File: src/rtl/nes_pad_pkg.sv
// Shared types and constants for the NES/SNES multi-pad reader.
package nes_pad_pkg;

    typedef enum logic [1:0] {
        IDLE  = 2'd0,
        LATCH = 2'd1,
        READ  = 2'd2,
        DONE  = 2'd3
    } state_e;

    typedef enum logic {
        PH_LOW  = 1'b0,
        PH_HIGH = 1'b1
    } phase_e;

    localparam int unsigned BTN_A      = 0;
    localparam int unsigned BTN_B      = 1;
    localparam int unsigned BTN_SELECT = 2;
    localparam int unsigned BTN_START  = 3;
    localparam int unsigned BTN_UP     = 4;
    localparam int unsigned BTN_DOWN   = 5;
    localparam int unsigned BTN_LEFT   = 6;
    localparam int unsigned BTN_RIGHT  = 7;

    localparam int unsigned NES_BITS    = 8;
    localparam int unsigned SNES_BITS   = 16;
    localparam int unsigned LATCH_TICKS = 2;

    // Counter width able to hold 0..n-1, never narrower than one bit.
    function automatic int unsigned cnt_width(input int unsigned n);
        return (n > 1) ? $clog2(n) : 1;
    endfunction

endpackage

File: src/rtl/nes_pad_tick.sv
// Free-running clock divider: tick_c is high for one cycle every CLK_DIV cycles.
module nes_pad_tick
    import nes_pad_pkg::*;
#(
    parameter int unsigned CLK_DIV = 150
) (
    input  logic clk,
    input  logic rst_n,
    output logic tick_c
);

    localparam int unsigned DIV_W = cnt_width(CLK_DIV);
    localparam logic [DIV_W-1:0] DIV_LAST = DIV_W'(CLK_DIV - 1);

    logic [DIV_W-1:0] div_q, div_d;

    assign tick_c = (div_q == DIV_LAST);

    always_comb begin
        div_d = div_q + DIV_W'(1);
        if (tick_c) begin
            div_d = '0;
        end
    end

    always_ff @(posedge clk or negedge rst_n) begin
        if (!rst_n) begin
            div_q <= '0;
        end else begin
            div_q <= div_d;
        end
    end

endmodule

File: src/rtl/nes_pad_multi_reader.sv
// Polls NUM_PADS serial NES/SNES pads on a shared latch/clock and publishes button state.
// Optional NES_PAD_PRESENT_DET_EN adds a per-pad present output and masks absent pads.
module nes_pad_multi_reader
    import nes_pad_pkg::*;
#(
    parameter int unsigned NUM_PADS   = 2,
    parameter int unsigned NUM_BITS   = NES_BITS,
    parameter int unsigned CLK_DIV    = 150,
    parameter int unsigned POLL_TICKS = 2800
) (
    input  logic                         clk,
    input  logic                         rst_n,
    input  logic                         ena,
    input  logic [NUM_PADS-1:0]          pad_data,
    output logic                         pad_latch,
    output logic                         pad_clk,
    output logic [NUM_PADS*NUM_BITS-1:0] buttons,
    output logic [NUM_PADS*NUM_BITS-1:0] pressed,
    output logic                         valid,
    output logic                         busy
`ifdef NES_PAD_PRESENT_DET_EN
    ,
    output logic [NUM_PADS-1:0]          present
`endif
);

    localparam int unsigned BIT_W  = cnt_width(NUM_BITS);
    localparam int unsigned POLL_W = $clog2(POLL_TICKS + 1);
    localparam int unsigned LCNT_W = cnt_width(LATCH_TICKS);

    localparam logic [BIT_W-1:0]  BIT_LAST   = BIT_W'(NUM_BITS - 1);
    localparam logic [LCNT_W-1:0] LATCH_LAST = LCNT_W'(LATCH_TICKS - 1);
    localparam logic [POLL_W-1:0] POLL_LOAD  = POLL_W'(POLL_TICKS - 1);

    logic tick_c;

    state_e                             state_q, state_d;
    phase_e                             phase_q, phase_d;
    logic [BIT_W-1:0]                   bit_q, bit_d;
    logic [LCNT_W-1:0]                  lcnt_q, lcnt_d;
    logic [POLL_W-1:0]                  poll_cnt_q, poll_cnt_d;
    logic [NUM_PADS-1:0][NUM_BITS-1:0]  shift_q, shift_d;
    logic [NUM_PADS-1:0][NUM_BITS-1:0]  shift_smp, sample_vec;
    logic [NUM_PADS-1:0][NUM_BITS-1:0]  buttons_q, buttons_d;
    logic [NUM_PADS-1:0][NUM_BITS-1:0]  pressed_q, pressed_d;
    logic [NUM_PADS-1:0]                sync1_q, sync2_q;
    logic [NUM_BITS-1:0]                bit_sel;
    logic                               pad_latch_q, pad_latch_d;
    logic                               pad_clk_q, pad_clk_d;
    logic                               valid_q, valid_d;
    logic                               busy_q, busy_d;

    nes_pad_tick #(
        .CLK_DIV (CLK_DIV)
    ) u_tick (
        .clk    (clk),
        .rst_n  (rst_n),
        .tick_c (tick_c)
    );

    assign bit_sel = NUM_BITS'(1) << bit_q;

`ifdef NES_PAD_PRESENT_DET_EN
    logic [NUM_PADS-1:0] present_q, present_d;
    logic [NUM_PADS-1:0] pad_absent;
`endif

    // Per-pad: current shift contents with the synchronised (inverted) bit merged in.
    for (genvar p = 0; p < NUM_PADS; p++) begin : g_pad
        assign shift_smp[p] = (shift_q[p] & ~bit_sel) | ({NUM_BITS{~sync2_q[p]}} & bit_sel);
`ifdef NES_PAD_PRESENT_DET_EN
        // A floating-low data line reads as every button held.
        assign pad_absent[p] = &shift_q[p];
        assign sample_vec[p] = pad_absent[p] ? '0 : shift_q[p];
`else
        assign sample_vec[p] = shift_q[p];
`endif
    end

    // Next-state and registered-output logic.
    always_comb begin
        state_d     = state_q;
        phase_d     = phase_q;
        bit_d       = bit_q;
        lcnt_d      = lcnt_q;
        poll_cnt_d  = poll_cnt_q;
        shift_d     = shift_q;
        pad_latch_d = pad_latch_q;
        pad_clk_d   = pad_clk_q;
        buttons_d   = buttons_q;
        pressed_d   = '0;
        valid_d     = 1'b0;
`ifdef NES_PAD_PRESENT_DET_EN
        present_d   = present_q;
`endif

        unique case (state_q)
            IDLE: begin
                if (tick_c) begin
                    if (poll_cnt_q == '0) begin
                        if (ena) begin
                            state_d     = LATCH;
                            pad_latch_d = 1'b1;
                            lcnt_d      = '0;
                        end
                    end else begin
                        poll_cnt_d = poll_cnt_q - POLL_W'(1);
                    end
                end
            end
            LATCH: begin
                if (tick_c) begin
                    if (lcnt_q == LATCH_LAST) begin
                        state_d     = READ;
                        pad_latch_d = 1'b0;
                        bit_d       = '0;
                        phase_d     = PH_LOW;
                    end else begin
                        lcnt_d = lcnt_q + LCNT_W'(1);
                    end
                end
            end
            READ: begin
                if (tick_c) begin
                    if (phase_q == PH_LOW) begin
                        shift_d = shift_smp;
                        if (bit_q == BIT_LAST) begin
                            state_d = DONE;
                        end else begin
                            pad_clk_d = 1'b1;
                            phase_d   = PH_HIGH;
                        end
                    end else begin
                        pad_clk_d = 1'b0;
                        bit_d     = bit_q + BIT_W'(1);
                        phase_d   = PH_LOW;
                    end
                end
            end
            DONE: begin
                buttons_d  = sample_vec;
                pressed_d  = sample_vec & ~buttons_q;
                valid_d    = 1'b1;
                poll_cnt_d = POLL_LOAD;
                state_d    = IDLE;
`ifdef NES_PAD_PRESENT_DET_EN
                present_d  = ~pad_absent;
`endif
            end
            default: begin
                state_d = IDLE;
            end
        endcase

        busy_d = (state_d == LATCH) || (state_d == READ);
    end

    always_ff @(posedge clk or negedge rst_n) begin
        if (!rst_n) begin
            state_q     <= IDLE;
            phase_q     <= PH_LOW;
            bit_q       <= '0;
            lcnt_q      <= '0;
            poll_cnt_q  <= '0;
            shift_q     <= '0;
            buttons_q   <= '0;
            pressed_q   <= '0;
            sync1_q     <= '0;
            sync2_q     <= '0;
            pad_latch_q <= 1'b0;
            pad_clk_q   <= 1'b0;
            valid_q     <= 1'b0;
            busy_q      <= 1'b0;
`ifdef NES_PAD_PRESENT_DET_EN
            present_q   <= '0;
`endif
        end else begin
            state_q     <= state_d;
            phase_q     <= phase_d;
            bit_q       <= bit_d;
            lcnt_q      <= lcnt_d;
            poll_cnt_q  <= poll_cnt_d;
            shift_q     <= shift_d;
            buttons_q   <= buttons_d;
            pressed_q   <= pressed_d;
            sync1_q     <= pad_data;
            sync2_q     <= sync1_q;
            pad_latch_q <= pad_latch_d;
            pad_clk_q   <= pad_clk_d;
            valid_q     <= valid_d;
            busy_q      <= busy_d;
`ifdef NES_PAD_PRESENT_DET_EN
            present_q   <= present_d;
`endif
        end
    end

    assign pad_latch = pad_latch_q;
    assign pad_clk   = pad_clk_q;
    assign buttons   = buttons_q;
    assign pressed   = pressed_q;
    assign valid     = valid_q;
    assign busy      = busy_q;
`ifdef NES_PAD_PRESENT_DET_EN
    assign present   = present_q;
`endif

endmodule

File: config.mk
export PLATFORM = sky130hd
export DESIGN_NAME = nes_pad_multi_reader
export DESIGN_NICKNAME = d
export VERILOG_FILES = /design/src/rtl/nes_pad_pkg.sv /design/src/rtl/nes_pad_tick.sv /design/src/rtl/nes_pad_multi_reader.sv
export SDC_FILE = /design/constraint.sdc
export NUM_CORES = 1
export LEC_CHECK = 0
export ABC_AREA = 1
export ABC_CLOCK_PERIOD_IN_PS = 2200
export CORE_MARGIN = 2
export CORE_UTILIZATION = 45
export DETAILED_ROUTE_END_ITERATION = 8
export HOLD_SLACK_MARGIN = 0.06
export PLACE_DENSITY = 0.66
export SLEW_MARGIN = 15
export SYNTH_ARGS = -nofsm -noshare
export SYNTH_HDL_FRONTEND = slang
export SYNTH_SLANG_ARGS = --single-unit
File: constraint.sdc
create_clock -name clk -period 2.2 [get_ports clk]
set_input_delay 0.33 -clock clk [delete_from_list [all_inputs] [get_ports clk]]
set_output_delay 0.33 -clock clk [all_outputs]
set_load 0.01 [all_outputs]
# Yosys cells after proc, flatten, opt, wreduce, memory -nomap -nowiden
# Cells that the tools add are included.
# totals
register_bits	83
word_cells	102
inputBits	5
# classes
eq_ne	16
shifts	1
mux	38
reduce_logical	13
bitwise_logic	12
add_sub_neg	4
# op_table
op	n
$and 8x8->8	4
$mux 12	2
$pmux 12 s2	1
$ne 2x2->1 const B	9
$and 16x16->16	1
$mux 1	16
$mux 16	1
$mux 2	8
$not 16->16	1
$or 8x8->8	2
$logic_not 12->1	1
$mux 3	4
$sub 12x1->12 const B	1
$reduce_and 5->1	2
$reduce_and 3->1	3
$add 8x1->8 const B	1
$eq 8x8->1 const B	1
$mux 8	1
$not 8->8	1
$pmux 2 s4	1
$shl 1x3->8 const A	1
$eq 2x2->1 const B	3
$pmux 1 s2	3
$pmux 3 s2	1
10 further kinds	15

# Longest topological paths before layout
# Gate-level depths: netlist of run 1.
# logic_depth
depth_word	7
mapped_depth	11
depth_no_buf	11

# Modules after synthesis
# From an unflattened synthesis of run 1, not the netlist that was laid out.
# hier_totals
hier_cells	388
hier_area_um2	3502.1
# by_module_without_submodules
module	area_per_inst_um2	cells_per_inst	instances
nes_pad_multi_reader	3094.2	338	1
nes_pad_tick	407.9	50	1

# Worst setup path after synthesis of run 1
# No wires, ideal clock.
# synth_timing
kind	register -> register
start	reg bit_q[2]
end	reg bit_q[2]
required_ps	2082
path_stages_with_launch	7
n_path_buf	2
t_arrival_ps	1359
period_less_slack_ps	1477
path_slack_ps	723
path_cell_list	dfrtp_1 -> clkbuf_1 -> inv_1 -> clkbuf_1 -> ha_1 -> nor2_1 -> a21o_1
# synth_between
elab_chain_len	4
# synth_lines
item	line	text
from (decl)	nes_pad_multi_reader.sv:39	logic [BIT_W-1:0] bit_q, bit_d;
from (signal assigned)	nes_pad_multi_reader.sv:180	bit_q <= bit_d;
$add 3x1->3	nes_pad_multi_reader.sv:135	bit_d = bit_q + BIT_W'(1);
$mux 3	nes_pad_multi_reader.sv:125	if (phase_q == PH_LOW) begin
$mux 3	nes_pad_multi_reader.sv:124	if (tick_c) begin
$pmux 3 s2	nes_pad_multi_reader.sv:97	unique case (state_q)
# Every way passes these cells. The select of a mux whose other input is x is not followed.
# A chain may end at the register's enable or synchronous reset.

==> results.json, run 1 <==
{
  "status": "finished, final reports clean",
  "drc": 0,
  "rows": 32,
  "cts_max_level": 3,
  "relSlewSlack": 0.661,
  "async_reset_ff_frac": 1.00,
  "criticalPathCategory": "reg2reg",
  "viasPerCell": 4.90,
  "holdWs_ns": 0.356,
  "arrival_ns": 1.95,
  "p_total_mw": 2.79,
  "diodes": 0,
  "dieArea_sq_mm": 0.00883,
  "cts_setup_buffers": 0,
  "synth_top_area_frac": 0.570,
  "coreArea_sq_mm": 0.00777,
  "cts_buffers": 9,
  "grt_pass1_vias": 2699,
  "setup_viol": 0,
  "fin_nets": 469,
  "seq_area_frac_synth": 0.570,
  "cap_violations": 0,
  "clk_path_buf_depth": 2,
  "p_per_area_mw_per_mm2": 636,
  "hold_class": "reg2reg",
  "fmax_ghz": 0.582,
  "final_antenna_net_count": 0,
  "rsz0062_at_grt": "no",
  "die_x_um": 94.0,
  "ir_drop_uv": 408,
  "tritoncts": "yes",
  "wl_per_cell_um": 12.0,
  "end_kind": "flip-flop",
  "clk_latency_ns": 0.36,
  "grt_use_total": 0.174,
  "grt_max_degree": 46,
  "synth_top_cell_by_area": "dfrtp_1",
  "numClockSinks": 83,
  "postSynthAreaPerCell_sq_um": 8.95,
  "synth_cells": 407,
  "ys_dominant_reg_cell": "dfrtp_1",
  "leakagePower_nw": 2.30,
  "cts.repair.resized": 0,
  "cts_root_buf": "clkbuf_8",
  "synth-seq-cells": 83,
  "finalNonFillerCells": 561,
  "initial_core_util": 0.469,
  "fin_crit_sh": 0.781,
  "synthTopCellsByArea": "dfrtp_1 (57%), nand2_1 (15%), nor2_1 (4.3%)",
  "fp.dieH_um": 94.0,
  "synth.distinct_cells": 31,
  "dr.pass1.iters": 4,
  "worstMarginPinSlew_ns": 0.506,
  "crit_path_max_fanout": 21,
  "cts_hold_buf": 1,
  "ioPinCount": 41,
  "synth_edf_count": 0,
  "drtIter0Drc": 136,
  "dr_total_vias": 2750,
  "fin_crit_ns": 1.72,
  "layout-drive-gt1-share": 0.0850,
  "place_hpwl_um": 4820,
  "tns_ns": 0,
  "grt_pass1_wl_um": 11900,
  "finalWirelength_um": 6740,
  "syn2layout_area_growth_pct": 20.3,
  "cp-start-kind": "flip-flop",
  "port_buffers": 40,
  "syn_area_sq_mm": 0.00364,
  "antenna_found_initial": 0,
  "path_clk_slew_ns": 0.08,
  "hold_viol": 0,
  "slew_viol_final": 0,
  "dp_cells": 544,
  "synth_nets": 422,
  "gp_congestion": 0.884,
  "fin_skew_ns": 0.0106,
  "grt_remaining_overflow": 0,
  "yosys_warnings": 0,
  "required_ns": 2.43
}
cells in the final DEF, fill, tap and decap left out:
| master | synthesis | final |
|---|---|---|
| a21o_1 | 1 | 1 |
| a21oi_1 | 3 | 3 |
| a21oi_2 | 1 | 1 |
| buf_12 | 0 | 1 |
| buf_4 | 1 | 3 |
| bufinv_16 | 0 | 2 |
| clkbuf_8 | 0 | 9 |
| clkdlybuf4s50_1 | 0 | 39 |
| clkinv_1 | 1 | 1 |
| clkinv_2 | 0 | 1 |
| clkinv_4 | 1 | 2 |
| clkinvlp_4 | 0 | 1 |
| dfrtp_1 | 83 | 83 |
| dlygate4sd3_1 | 0 | 1 |
| ha_1 | 10 | 10 |
| inv_1 | 33 | 33 |
| inv_2 | 1 | 1 |
| inv_6 | 0 | 2 |
| nand2_1 | 141 | 141 |
| nand2_2 | 1 | 1 |
| nand2_4 | 2 | 2 |
| nand3_1 | 28 | 28 |
| nand3_2 | 1 | 1 |
| nand4_1 | 18 | 18 |
| nor2_1 | 42 | 42 |
| nor2_4 | 2 | 2 |
| nor3_1 | 1 | 1 |
| nor3_4 | 1 | 1 |
| nor3b_1 | 1 | 1 |
| o21ai_0 | 11 | 11 |
| o21ai_1 | 2 | 2 |
| o21ai_2 | 9 | 9 |
| o21bai_1 | 1 | 1 |
| o31ai_1 | 1 | 1 |
| xor2_1 | 3 | 3 |
through the flow:
stage	utilization	cell area (sq um)	setup WS (ns)
CTS	0.564	4380	0.451
detailed placement	0.534	4150	0.462
global placement	0.534	4150	0.554
finish	0.564	4380	0.481
global route	0.564	4380	0.322
floorplan	-	3640	0.723
layout make-up:
class                           count  area (sq um)
Timing Repair Buffer               44           443
Inverter                           36           140
Clock inverter                      7          98.8
Clock buffer                        9           124
Sequential cell                    83          2080
Fill cell                         687          3390
Multi-Input combinational cell    280          1370
Tap cell                          102           128
routing by layer:
layer	vias up	global-route usage	share of wire
li1	1392	-	-
met1	1287	0.227	0.47
met2	62	0.273	0.46
met3	9	0.0417	0.047
met4	0	0.0797	0.020
met5	-	0	0
Yosys cell counts (2+ instances only):
master    instances
nand3_1          28
xor2_1            3
o21ai_1           2
ha_1             10
clkbuf_1          4
nand2_1         141
o21ai_2           9
nor2_1           42
nor2_4            2
dfrtp_1          83
nand2_4           2
nand4_1          18
inv_1            33
o21ai_0          11
a21oi_1           3
cells by family after synthesis:
kind of cell               count (synthesis)  synth area share
xor gates and xnor gates                   3           0.00722
and+or+nand+nor                          238             0.283
adders and majority gates                 10            0.0344
AOI/OAI and AO/OA                         29            0.0522
DFF                                       83             0.570
buffers and inverters                     44            0.0532
worst max-delay path, stage by stage (launching register included):
cell	delay, ns
dfrtp_1	0.41
inv_1	0.06
ha_1	0.13
nand2_1	0.08
nor2_4	0.16
nand2_4	0.12
nor3_4	0.12
buf_4	0.25
nand2_1	0.13
nand2_1	0.07
o21ai_0	0.08
final timing paths:
check	from	endpoint	slack [ns]	depth (start not counted)
worst min-delay path	sync1_q[0]$_DFF_PN0_	sync2_q[0]$_DFF_PN0_	0.36	0
worst max register to register	u_tick.div_q[1]$_DFF_PN0_	flip-flop	0.48	10
worst min register to register	sync1_q[0]$_DFF_PN0_	sync2_q[0]$_DFF_PN0_	0.36	0
max in group asynchronous	rst_n	bit_q[0]$_DFFE_PN0P_	1.13	3
worst max-delay path	u_tick.div_q[1]$_DFF_PN0_	flip-flop	0.48	10
min in group asynchronous	rst_n	poll_cnt_q[8]$_DFFE_PN0P_	0.48	2
report_power, final:
| group | internal (mW) | switching [mW] |
|---|---|---|
| Clock | 0.647 | 0.566 |
| Sequential | 1.53 | 0.00235 |
| Combinational | 0.0109 | 0.0329 |
Note: power is estimated with default switching activity, not from simulation.
==> run 2: changes to the inputs <==
Settings changed: ABC_CLOCK_PERIOD_IN_PS 2200 to 1800.
Clock period 2.2 ns to 1.8 ns, I/O delays scaled along.
==> run 2 against run 1 <==
Maximum frequency fell by 2.2%. Utilization up 2.5 points. Combinational power grew 33%. Setup slack worse by 0.44 ns. Clock power increased by 24%. Die area unchanged. Hold slack got worse by 0.0096 ns. First-iteration DRC count down 9.6%. Critical path type unchanged.
==> results.json, run 2 (synthesized netlist as in run 1, its figures left out) <==
{
  "p_sw_mw": 0.721,
  "dieArea_sq_mm": 0.00883,
  "grt_pass1_vias": 2699,
  "cts_buffers": 9,
  "ioPinCount": 41,
  "comb_power_share": 0.017,
  "hold_class": "reg2reg",
  "path_clk_slew_ns": 0.09,
  "regArea_sq_mm": 0.00208,
  "antenna_found_initial": 0,
  "place_hpwl_um": 4940,
  "layout_commonest_cell": "nand2_1",
  "swShare": 0.211,
  "tns_ns": 0,
  "setup_ws_ns": 0.0431,
  "end_kind": "flip-flop",
  "grt_max_degree": 35,
  "place_ws_ns": 0.0915,
  "clk_latency_ns": 0.36,
  "seqPwrFrac": 0.546,
  "dr_total_vias": 2835,
  "viasPerCell": 4.89,
  "fin_crit_ns": 1.76,
  "fillers": 700,
  "fin_crit_sh": 0.976,
  "coreArea_sq_mm": 0.00777,
  "diodes": 0,
  "fmax_ghz": 0.569,
  "cap_violations": 0,
  "status": "finished, final reports clean",
  "fp.dieH_um": 94.0,
  "arrival_ns": 2.01,
  "slew_viol_final": 0,
  "fin_util": 0.589,
  "finish.instance_area_sq_mm": 0.00457,
  "leakagePower_nw": 2.40,
  "final_cell_mix": "nand2_1 (140), dfrtp_1 (83), nor2_1 (42)",
  "fin_skew_ns": 0.00688,
  "required_ns": 2.06,
  "grt_remaining_overflow": 0,
  "grt_use_total": 0.178,
  "multiInputGateArea_sq_mm": 0.00139,
  "crit_path_max_fanout": 6,
  "grt_pass1_wl_um": 12200,
  "criticalPathCategory": "reg2reg",
  "hold_viol": 0,
  "ir_drop_uv": 451,
  "drc": 0,
  "worstMarginPinSlew_ns": 0.531,
  "final_antenna_net_count": 0,
  "p_clk_frac": 0.437,
  "syn2layout_area_growth_pct": 25.6,
  "wl_per_cell_um": 12.3,
  "cp-start-kind": "flip-flop",
  "die_x_um": 94.0,
  "holdWs_ns": 0.347,
  "numClockSinks": 83,
  "gp_congestion": 0.886,
  "clk_path_buf_depth": 2,
  "dr.pass1.iters": 4,
  "drtIter0Drc": 123,
  "relSlewSlack": 0.644,
  "layout-drive-gt1-share": 0.130,
  "tritoncts": "yes",
  "finalWirelength_um": 7110,
  "rsz0062_at_grt": "yes",
  "fin_nets": 489,
  "setup_viol": 0,
  "cts_max_level": 3,
  "initial_core_util": 0.469,
  "cts_root_buf": "clkbuf_8",
  "rows": 32,
  "placed_area_sq_mm": 0.00422,
  "port_buffers": 40,
  "p_per_area_mw_per_mm2": 749,
  "intPower_mw": 2.70
}
==> run 2: cell types whose count changed in the layout (fill, tap and decap cells not counted), sizes merged <==
cell    before  now
clkinv       4    2
buf          4   24
clkbuf       9   10
==> run 2: worst paths after layout <==
check / depth (start not counted) / to / startpoint / slack (ns)
min reg2reg: 0 / sync2_q[0]$_DFF_PN0_ / sync1_q[0]$_DFF_PN0_ / 0.35
min in group asynchronous: 2 / poll_cnt_q[6]$_DFFE_PN0P_ / rst_n / 0.40
max in group asynchronous: 3 / poll_cnt_q[8]$_DFFE_PN0P_ / rst_n / 0.83
min: 0 / sync2_q[0]$_DFF_PN0_ / sync1_q[0]$_DFF_PN0_ / 0.35
max reg2reg: 11 / flip-flop / u_tick.div_q[1]$_DFF_PN0_ / 0.04
max: 11 / flip-flop / u_tick.div_q[1]$_DFF_PN0_ / 0.04
==> run 2: metrics by stage <==
step,power [mW],std cells
5_1_grt,3.55,580
4_1_cts,3.46,568
3_3_place_gp,1.97,552
6_report,3.43,580
2_1_floorplan,1.91,407
3_5_place_dp,1.97,552
==> run 2: worst max-delay path, stage by stage, from the launching register on <==
cell and delay, ns:
dfrtp_1 0.38, inv_1 0.06, ha_2 0.17, nand2_2 0.06
nor2_4 0.13, nand2_4 0.09, nor3_4 0.31, buf_12 0.16
buf_8 0.11, nand3_2 0.07, nand2_1 0.07, nand2_1 0.05
==> run 2: layer usage <==
metal,GRT usage,wire [um],share of wire
met1,0.237,3320,0.47
met2,0.280,3360,0.47
met3,0.0385,286,0.040
met4,0.0821,138,0.019
met5,0,0,0
==> run 2: power by group through the flow <==
stage	combinational, mW	sequential (mW)	clock [mW]
finish	0.0583	1.87	1.50
global route	0.0675	1.87	1.61
CTS	0.0618	1.87	1.53
detailed placement	0.0599	1.91	0
global placement	0.0589	1.91	0
floorplan	0.00298	1.91	0
==> run 2: cell type report <==
cell class                 instances  share of cell area
clock inverter                     5              0.0186
clock buffer                      10              0.0301
timing repair buffer              64               0.136
tap                              102              0.0279
inverter                          36              0.0306
multi-input combinational        280               0.303
sequential                        83               0.454
==> run 2: timing repair <==
action,4_1_cts,5_1_grt
hold buffers,1,0
endpoints found under the hold margin,31,0
setup buffers,0,12
endpoints found under the setup margin,0,16
resized for setup,0,11
